==> src/rtl/alu_arbiter_if.sv <==
// Request/response bundle between the ALU client units and alu_arbiter.
// The master side is the requesters; the slave side is the arbiter itself.
interface alu_arbiter_if #(
  parameter int CNTW = 8
);
  logic [1:0]      req;
  logic [1:0]      code0;
  logic [3:0]      a0;
  logic [3:0]      b0;
  logic [1:0]      code1;
  logic [3:0]      a1;
  logic [3:0]      b1;
  logic [1:0]      gnt;
  logic [1:0]      ack;
  logic [4:0]      result;
  logic            busy;
  logic [CNTW-1:0] opcnt;

  modport master (
    output req, code0, a0, b0, code1, a1, b1,
    input  gnt, ack, result, busy, opcnt
  );

  modport slave (
    input  req, code0, a0, b0, code1, a1, b1,
    output gnt, ack, result, busy, opcnt
  );
endinterface

==> src/rtl/alu_arbiter.sv <==
// Two-requester round-robin front end for a shared 4-bit AND/OR/SUB/ADD ALU.
// One operation per grant: IDLE captures the winner's operands, EXEC computes, DONE acknowledges.
module alu_arbiter #(
  parameter int CNTW = 8
) (
  input  logic         clk,
  input  logic         rst_n,
  alu_arbiter_if.slave bus
);

  typedef enum logic [1:0] {
    IDLE = 2'd0,
    EXEC = 2'd1,
    DONE = 2'd2
  } state_t;

  state_t          state_q;
  logic            rr_q;
  logic            win_q;
  logic [1:0]      code_q;
  logic [3:0]      a_q;
  logic [3:0]      b_q;
  logic [1:0]      gnt_q;
  logic [1:0]      ack_q;
  logic [4:0]      result_q;
  logic            busy_q;
  logic [CNTW-1:0] opcnt_q;
  logic            win_d;

  // Operands are zero-extended, so bit 4 is carry for ADD and borrow for SUB.
  function automatic logic [4:0] alu_f(input logic [1:0] code,
                                       input logic [3:0] a,
                                       input logic [3:0] b);
    logic [4:0] ax;
    logic [4:0] bx;
    ax = {1'b0, a};
    bx = {1'b0, b};
    case (code)
      2'b00:   alu_f = ax & bx;
      2'b01:   alu_f = ax | bx;
      2'b10:   alu_f = ax - bx;
      2'b11:   alu_f = ax + bx;
      default: alu_f = 5'd0;
    endcase
  endfunction

  // Winner selection: a lone requester wins outright, a tie goes to the rr pointer.
  always_comb begin
    win_d = rr_q;
    if (bus.req == 2'b01) begin
      win_d = 1'b0;
    end else if (bus.req == 2'b10) begin
      win_d = 1'b1;
    end else begin
      win_d = rr_q;
    end
  end

  // Control FSM with all outputs registered; reset discards any in-flight operation.
  always_ff @(posedge clk or negedge rst_n) begin
    if (!rst_n) begin
      state_q  <= IDLE;
      rr_q     <= 1'b0;
      win_q    <= 1'b0;
      code_q   <= 2'b00;
      a_q      <= 4'd0;
      b_q      <= 4'd0;
      gnt_q    <= 2'b00;
      ack_q    <= 2'b00;
      result_q <= 5'd0;
      busy_q   <= 1'b0;
      opcnt_q  <= '0;
    end else begin
      case (state_q)
        IDLE: begin
          if (bus.req != 2'b00) begin
            win_q   <= win_d;
            code_q  <= win_d ? bus.code1 : bus.code0;
            a_q     <= win_d ? bus.a1 : bus.a0;
            b_q     <= win_d ? bus.b1 : bus.b0;
            gnt_q   <= win_d ? 2'b10 : 2'b01;
            busy_q  <= 1'b1;
            state_q <= EXEC;
          end else begin
            state_q <= IDLE;
          end
        end
        EXEC: begin
          // Counter and pointer move on entry to DONE so they are current while ack is high.
          result_q <= alu_f(code_q, a_q, b_q);
          ack_q    <= gnt_q;
          opcnt_q  <= opcnt_q + {{(CNTW-1){1'b0}}, 1'b1};
          rr_q     <= ~win_q;
          state_q  <= DONE;
        end
        DONE: begin
          ack_q   <= 2'b00;
          gnt_q   <= 2'b00;
          busy_q  <= 1'b0;
          state_q <= IDLE;
        end
        default: begin
          ack_q   <= 2'b00;
          gnt_q   <= 2'b00;
          busy_q  <= 1'b0;
          state_q <= IDLE;
        end
      endcase
    end
  end

  assign bus.gnt    = gnt_q;
  assign bus.ack    = ack_q;
  assign bus.result = result_q;
  assign bus.busy   = busy_q;
  assign bus.opcnt  = opcnt_q;

endmodule

==> src/flat_wrapper.sv <==
// flat-port wrapper written by rule: the top's interface ports become plain ports
module alu_arbiter_flat 
#(
  parameter int CNTW = 8
)
  (clk, rst_n, bus_req, bus_code0, bus_a0, bus_b0, bus_code1, bus_a1, bus_b1, bus_gnt, bus_ack, bus_result, bus_busy, bus_opcnt);
  alu_arbiter_if #(.CNTW(CNTW)) bus_i ();
  input  logic clk;
  input  logic rst_n;
  input wire logic [$bits(bus_i.req)-1:0] bus_req;
  input wire logic [$bits(bus_i.code0)-1:0] bus_code0;
  input wire logic [$bits(bus_i.a0)-1:0] bus_a0;
  input wire logic [$bits(bus_i.b0)-1:0] bus_b0;
  input wire logic [$bits(bus_i.code1)-1:0] bus_code1;
  input wire logic [$bits(bus_i.a1)-1:0] bus_a1;
  input wire logic [$bits(bus_i.b1)-1:0] bus_b1;
  output wire logic [$bits(bus_i.gnt)-1:0] bus_gnt;
  output wire logic [$bits(bus_i.ack)-1:0] bus_ack;
  output wire logic [$bits(bus_i.result)-1:0] bus_result;
  output wire logic [$bits(bus_i.busy)-1:0] bus_busy;
  output wire logic [$bits(bus_i.opcnt)-1:0] bus_opcnt;
  assign bus_i.req = bus_req;
  assign bus_i.code0 = bus_code0;
  assign bus_i.a0 = bus_a0;
  assign bus_i.b0 = bus_b0;
  assign bus_i.code1 = bus_code1;
  assign bus_i.a1 = bus_a1;
  assign bus_i.b1 = bus_b1;
  assign bus_gnt = bus_i.gnt;
  assign bus_ack = bus_i.ack;
  assign bus_result = bus_i.result;
  assign bus_busy = bus_i.busy;
  assign bus_opcnt = bus_i.opcnt;
  alu_arbiter #(.CNTW(CNTW)) u_core (.clk(clk), .rst_n(rst_n), .bus(bus_i));
endmodule
==> config.mk <==
export PLATFORM = sky130hd
export DESIGN_NAME = alu_arbiter_flat
export DESIGN_NICKNAME = d
export VERILOG_FILES = /design/src/rtl/alu_arbiter_if.sv /design/src/rtl/alu_arbiter.sv /design/src/flat_wrapper.sv
export SDC_FILE = /design/constraint.sdc
export NUM_CORES = 1
export LEC_CHECK = 0
export CAP_MARGIN = 20
export CORE_ASPECT_RATIO = 0.7
export CORE_MARGIN = 2
export CORE_UTILIZATION = 55
export CTS_BUF_LIST = sky130_fd_sc_hd__clkbuf_2 sky130_fd_sc_hd__clkbuf_4 sky130_fd_sc_hd__clkbuf_8
export CTS_CLUSTER_SIZE = 20
export DETAILED_ROUTE_END_ITERATION = 10
export PLACE_DENSITY = 0.87
export SLEW_MARGIN = 20
export SYNTH_ARGS = -nofsm -noshare
export SYNTH_HDL_FRONTEND = slang
export SYNTH_SLANG_ARGS = --single-unit
==> constraint.sdc <==
create_clock -name clk -period 4.4 [get_ports clk]
set_clock_uncertainty 0.1 [all_clocks]
set_input_delay 0.44 -clock clk [delete_from_list [all_inputs] [get_ports clk]]
set_output_delay 0.44 -clock clk [all_outputs]
set_load 0.1 [all_outputs]
== Word-level counts from Yosys, hierarchy flattened ==
Cells that the tools add are included.
Operators by class
  add/subtract/negate cells: 3
  equality and inequality tests: 7
  muxes and demuxes: 14
  bitwise gates (word level): 4
  reduce and logical (&&, ||, !) cells: 5
Operators by type and width (number)
  $pmux 5 s4: 1
  $pmux 2 s2: 3
  $add 8x1->8 const B: 1
  $mux 4: 2
  $eq 2x1->1 const B: 3
  $eq 2x2->1 const B: 3
  $mux 2: 3
  $add 4x4->5: 1
  $sub 4x4->5: 1
  $and 4x4->4: 1
  $logic_not 2->1: 2
  $mux 1: 4
  $or 4x4->4: 1
  $reduce_and 2->1: 2
  $ne 2x1->1 const B: 1
  $not 1->1: 2
  $pmux 1 s2: 1
  $reduce_bool 2->1: 1
Word-level totals
  flip-flop bits (word level): 32
  input port bits: 24
  output and inout bits: 18
  logic and storage cells: 44

== Longest topological paths before layout ==
  word-level depth: 6
  depth in mapped cells: 8
  gate-level depth less buffers: 8

== Worst setup path before layout ==
No wires, ideal clock.
  kind: flip-flop to flip-flop
  from: register u_core.b_q[0]
  to: register u_core.result_q[4], in the netlist u_core.bus.result[4]
  setup time: 0.104 ns
  arrival: 1.751 ns
  data required time: 4.196 ns
  setup slack: 2.445 ns
  stages on the path, launching flop included: 9
  buffers on the path: 0
  period minus slack after synthesis: 1.955 ns
  path through: dfrtp_1 > inv_1 > ha_1 > nand2_1 > o21ai_0 > fa_1 > nand3_1 > a211oi_1 > o41ai_2
On the way
  longest elaborated chain between the ends: 2
  elaborated cells between the ends (all ways): 3
  classes of those cells: 2 x add/sub; 1 x mux
Ends and longest elaborated chain
  start: declaration: RTL line alu_arbiter.sv:22  | logic [3:0] b_q;
  start signal: assignment: RTL line alu_arbiter.sv:80  | b_q <= win_d ? bus.b1 : bus.b0;
  $add 4x4->5 or $sub 4x4->5 (tied branches): RTL line alu_arbiter.sv:42, alu_arbiter.sv:41
  $pmux 5 s4 *: RTL line alu_arbiter.sv:38  | case (code)
  end signal: assignment: RTL line alu_arbiter.sv:90  | result_q <= alu_f(code_q, a_q, b_q);
  end: declaration: RTL line alu_arbiter.sv:25  | logic [4:0] result_q;
Mark *: on every way between the ends. The rest lies on a longest branch, timed or not.
A chain may end at the register's enable or synchronous reset.

== Worst setup path in the final report ==
  from: register u_core.opcnt_q[0], in the netlist u_core.bus.opcnt[0]
  to: output bus_opcnt[0]
RTL lines
  start: declaration: RTL line alu_arbiter.sv:27  | logic [CNTW-1:0] opcnt_q;
  start signal: assignment: RTL line alu_arbiter.sv:92  | opcnt_q <= opcnt_q + {{(CNTW-1){1'b0}}, 1'b1};
  end: declaration: RTL line flat_wrapper.sv:21  | output wire logic [$bits(bus_i.opcnt)-1:0] bus_opcnt;
No word-level cell between the ends.

==> summary.md <==
| Metric | Value |
|---|---|
| Fin crit share | `55.63%` |
| Routed wire per std cell | `17.56 um` |
| RSZ-0062 raised after global routing | `no` |
| Initial DRC Count | `70` |
| CTS H-tree depth | `2` |
| Slowest cell delay on critical path | `1180 ps` |
| Die H | `51.86 um` |
| Setup TNS | `0 ps` |
| Filler cell count | `214` |
| # rows | `17` |
| R2R Setup Slk | `2280 ps` |
| WHS | `374.8 ps` |
| First-pass GRT wire length | `6.617 mm` |
| Post-Layout Cell Count | `233` |
| Total wire length | `4.091 mm` |
| Slew Viols, Final | `0` |
| Post-Synthesis Cells | `155` |
| Fin nets | `226` |
| CTS tree | `yes` |
| Max-slew headroom | `33.68%` |
| Vias | `1349` |
| Worst-path clk slew | `70 ps` |
| Layout cells sized above 1 | `12.31%` |
| PostCTS Resize Cnt | `0` |
| Seq cells post-synth | `32` |
| WP buf/inv | `1` |
| CP delay by family, top | `buffers and inverters` |
| Maxcap violations | `0` |
| Critical Path AT | `1910 ps` |
| Met1 usage | `29.57%` |
| Clock Tree Buf Depth | `2` |
| Final Setup Violations | `0` |
| CTS sink count | `32` |
| Fraction of registers with async set/reset | `100.0%` |
| GR peak layer | `met2` |
| Residual DRC | `0` |
| Die W | `72.36 um` |
| Final core utilization | `72.99%` |
| Total Routing Usage GR | `24.18%` |
| I/O pin cnt | `42` |
| Top_reg_cell synth | `dfrtp_1` |
| CTS Buf Count | `5` |
| Multi-input gate area | `874.6 um2` |
| CP Max Fanout | `6` |
| GRT Residual Overflow | `0` |
| Setup crit start kind | `flop` |
| Number of placed instances, taps included | `225` |
| Die area | `3752 um2` |
| Crit path cell chain | `clkdlybuf4s50_1` |
| Syn-to-layout area delta | `26.84%` |
| Crit path kind | `flop to output port` |
| GPL Wtd Cong | `0.8367` |
| Post-synth EDFFs | `0` |
| Worst path slowest cell | `clkdlybuf4s50_1` |
| First-pass detailed-route iteration total | `4` |
| Number of vias per cell | `5.790` |
| Core ar. | `3127 um2` |
| Final hold viol count | `0` |
| Worst skew pair latency | `280 ps` |
| Synth Net Count | `187` |
| HPWL after DPL | `2.767 mm` |
| Count of cell types in the netlist | `41` |
| F_max | `408.5 MHz` |
| GRT met2 Usage | `40.37%` |
| Register area | `800.8 um2` |
| Synthesized area per cell | `11.61 um2` |
| Min Tclk post-route | `2448 ps` |
| Cts hold-fix bufs | `0` |
| Synthesized cell area | `1799 um2` |
| # port buffers | `41` |
| Initial core utilization | `57.54%` |
| CP Data Required Time | `3860 ps` |
| Diode count | `0` |
| Sequential area share after synthesis | `44.51%` |
| Grt met3 use | `6.395%` |
| Vias in the first global route | `1367` |
| Initial antenna violation count | `0` |
| Slew @ Worst Pin | `991.6 ps` |
| Post-CTS setup buffers | `0` |
| Critical Path Sink Type | `output port` |
| Root buf cell | `clkbuf_8` |
| Largest net degree at the start of global routing | `33` |
| Synth warn | `0` |
| Outcome | `finished clean` |
| Detail Route Antenna Nets | `0` |
| Worst hold path class | `flop to flop` |
## per-layer routing
layer	wire, um	vias up	share of wire (%)
met5	0	-	0
met4	55	0	1.3
met3	251	8	6.1
met2	1981	42	48
met1	1802	654	44
li1	-	645	-
## worst paths after layout
check,start,depth (start not counted),endpoint
setup / recovery,u_core.bus.opcnt[0],1,bus_opcnt[0]
hold reg to reg,u_core.bus.result[0],2,u_core.bus.result[0]
hold / removal,u_core.bus.result[0],2,u_core.bus.result[0]
setup reg to reg,u_core.b_q[0],8,u_core.bus.result[3]
min in group asynchronous,rst_n,2,u_core.a_q[0]
max in group asynchronous,rst_n,2,u_core.bus.result[0]
## area by class of cell
| class | instances | share of cell area [%] |
|---|---|---|
| Multi-Input combinational cell | 105 | 38.32 |
| Clock buffer | 6 | 3.344 |
| Clock inverter | 2 | 1.535 |
| Timing Repair Buffer | 42 | 18.31 |
| Tap cell | 38 | 2.083 |
| Inverter | 8 | 1.316 |
| Sequential cell | 32 | 35.09 |
## flip-flops by register name, summed over array words and instances, names as in the netlist, 2 cells and up
signal / count
u_core.a_q: 4
u_core.b_q: 4
u_core.bus.ack: 2
u_core.bus.gnt: 2
u_core.bus.opcnt: 8
u_core.bus.result: 5
u_core.code_q: 2
u_core.state_q: 2
## cell usage in the layout, fill, tap and decap left out, types with 2 or more instances in the layout
master           synthesis  routed
nor2_1                   5       5
nand3_1                  4       4
inv_1                    7       7
a221o_1                 10      10
nand2_1                 13      13
clkbuf_8                 0       5
dfrtp_1                 32      32
nor2b_1                  2       2
nor4b_2                  9       9
maj3_1                   3       3
nand2b_1                 4       4
nand4_1                  4       4
and4b_1                  2       2
a21oi_1                  6       6
xor2_1                   2       2
ha_1                     7       7
mux2i_1                  2       2
clkdlybuf4s50_1          0      41
o21ai_0                  6       6
xnor2_1                  8       8
## metrics by stage
step	setup WS [ps]	instance area (um2)
2_1_floorplan	2445	1799
3_3_place_gp	2301	2171
3_5_place_dp	2261	2171
4_1_cts	1955	2282
5_1_grt	1913	2282
6_report	1952	2282
## cells by family (layout without fill, tap and decap cells)
kind of cell / Yosys count / in the layout / share of synthesized area [%]
and+or+nand+nor: 49 / 49 / 20.24
AOI/OAI and AO/OA: 33 / 33 / 14.74
DFF: 32 / 32 / 44.51
buffers and inverters: 18 / 58 / 6.884
adders and majority gates: 11 / 11 / 7.649
xor gates and xnor gates: 10 / 10 / 4.868
muxes: 2 / 2 / 1.113
## Yosys cell counts (4+ instances only)
cell / instances / area share (%)
a21oi_1: 6 / 1.7
a221o_1: 10 / 5.6
buf_6: 5 / 3.1
dfrtp_1: 32 / 45
ha_1: 7 / 4.9
inv_1: 7 / 1.5
nand2_1: 13 / 2.7
nand2b_1: 4 / 1.4
nand3_1: 4 / 1.1
nand4_1: 4 / 1.4
nor2_1: 5 / 1.0
nor4b_2: 9 / 7.5
o21ai_0: 6 / 1.7
xnor2_1: 8 / 3.9
## tightest hold or removal path, stage by stage (launching register included)
cell and delay [ps]:
dfrtp_1 340, nand2_1 50, nand2_1 50
Power is not shown: default switching activity piles up to over one toggle a cycle in this logic, so the estimate is an artifact.
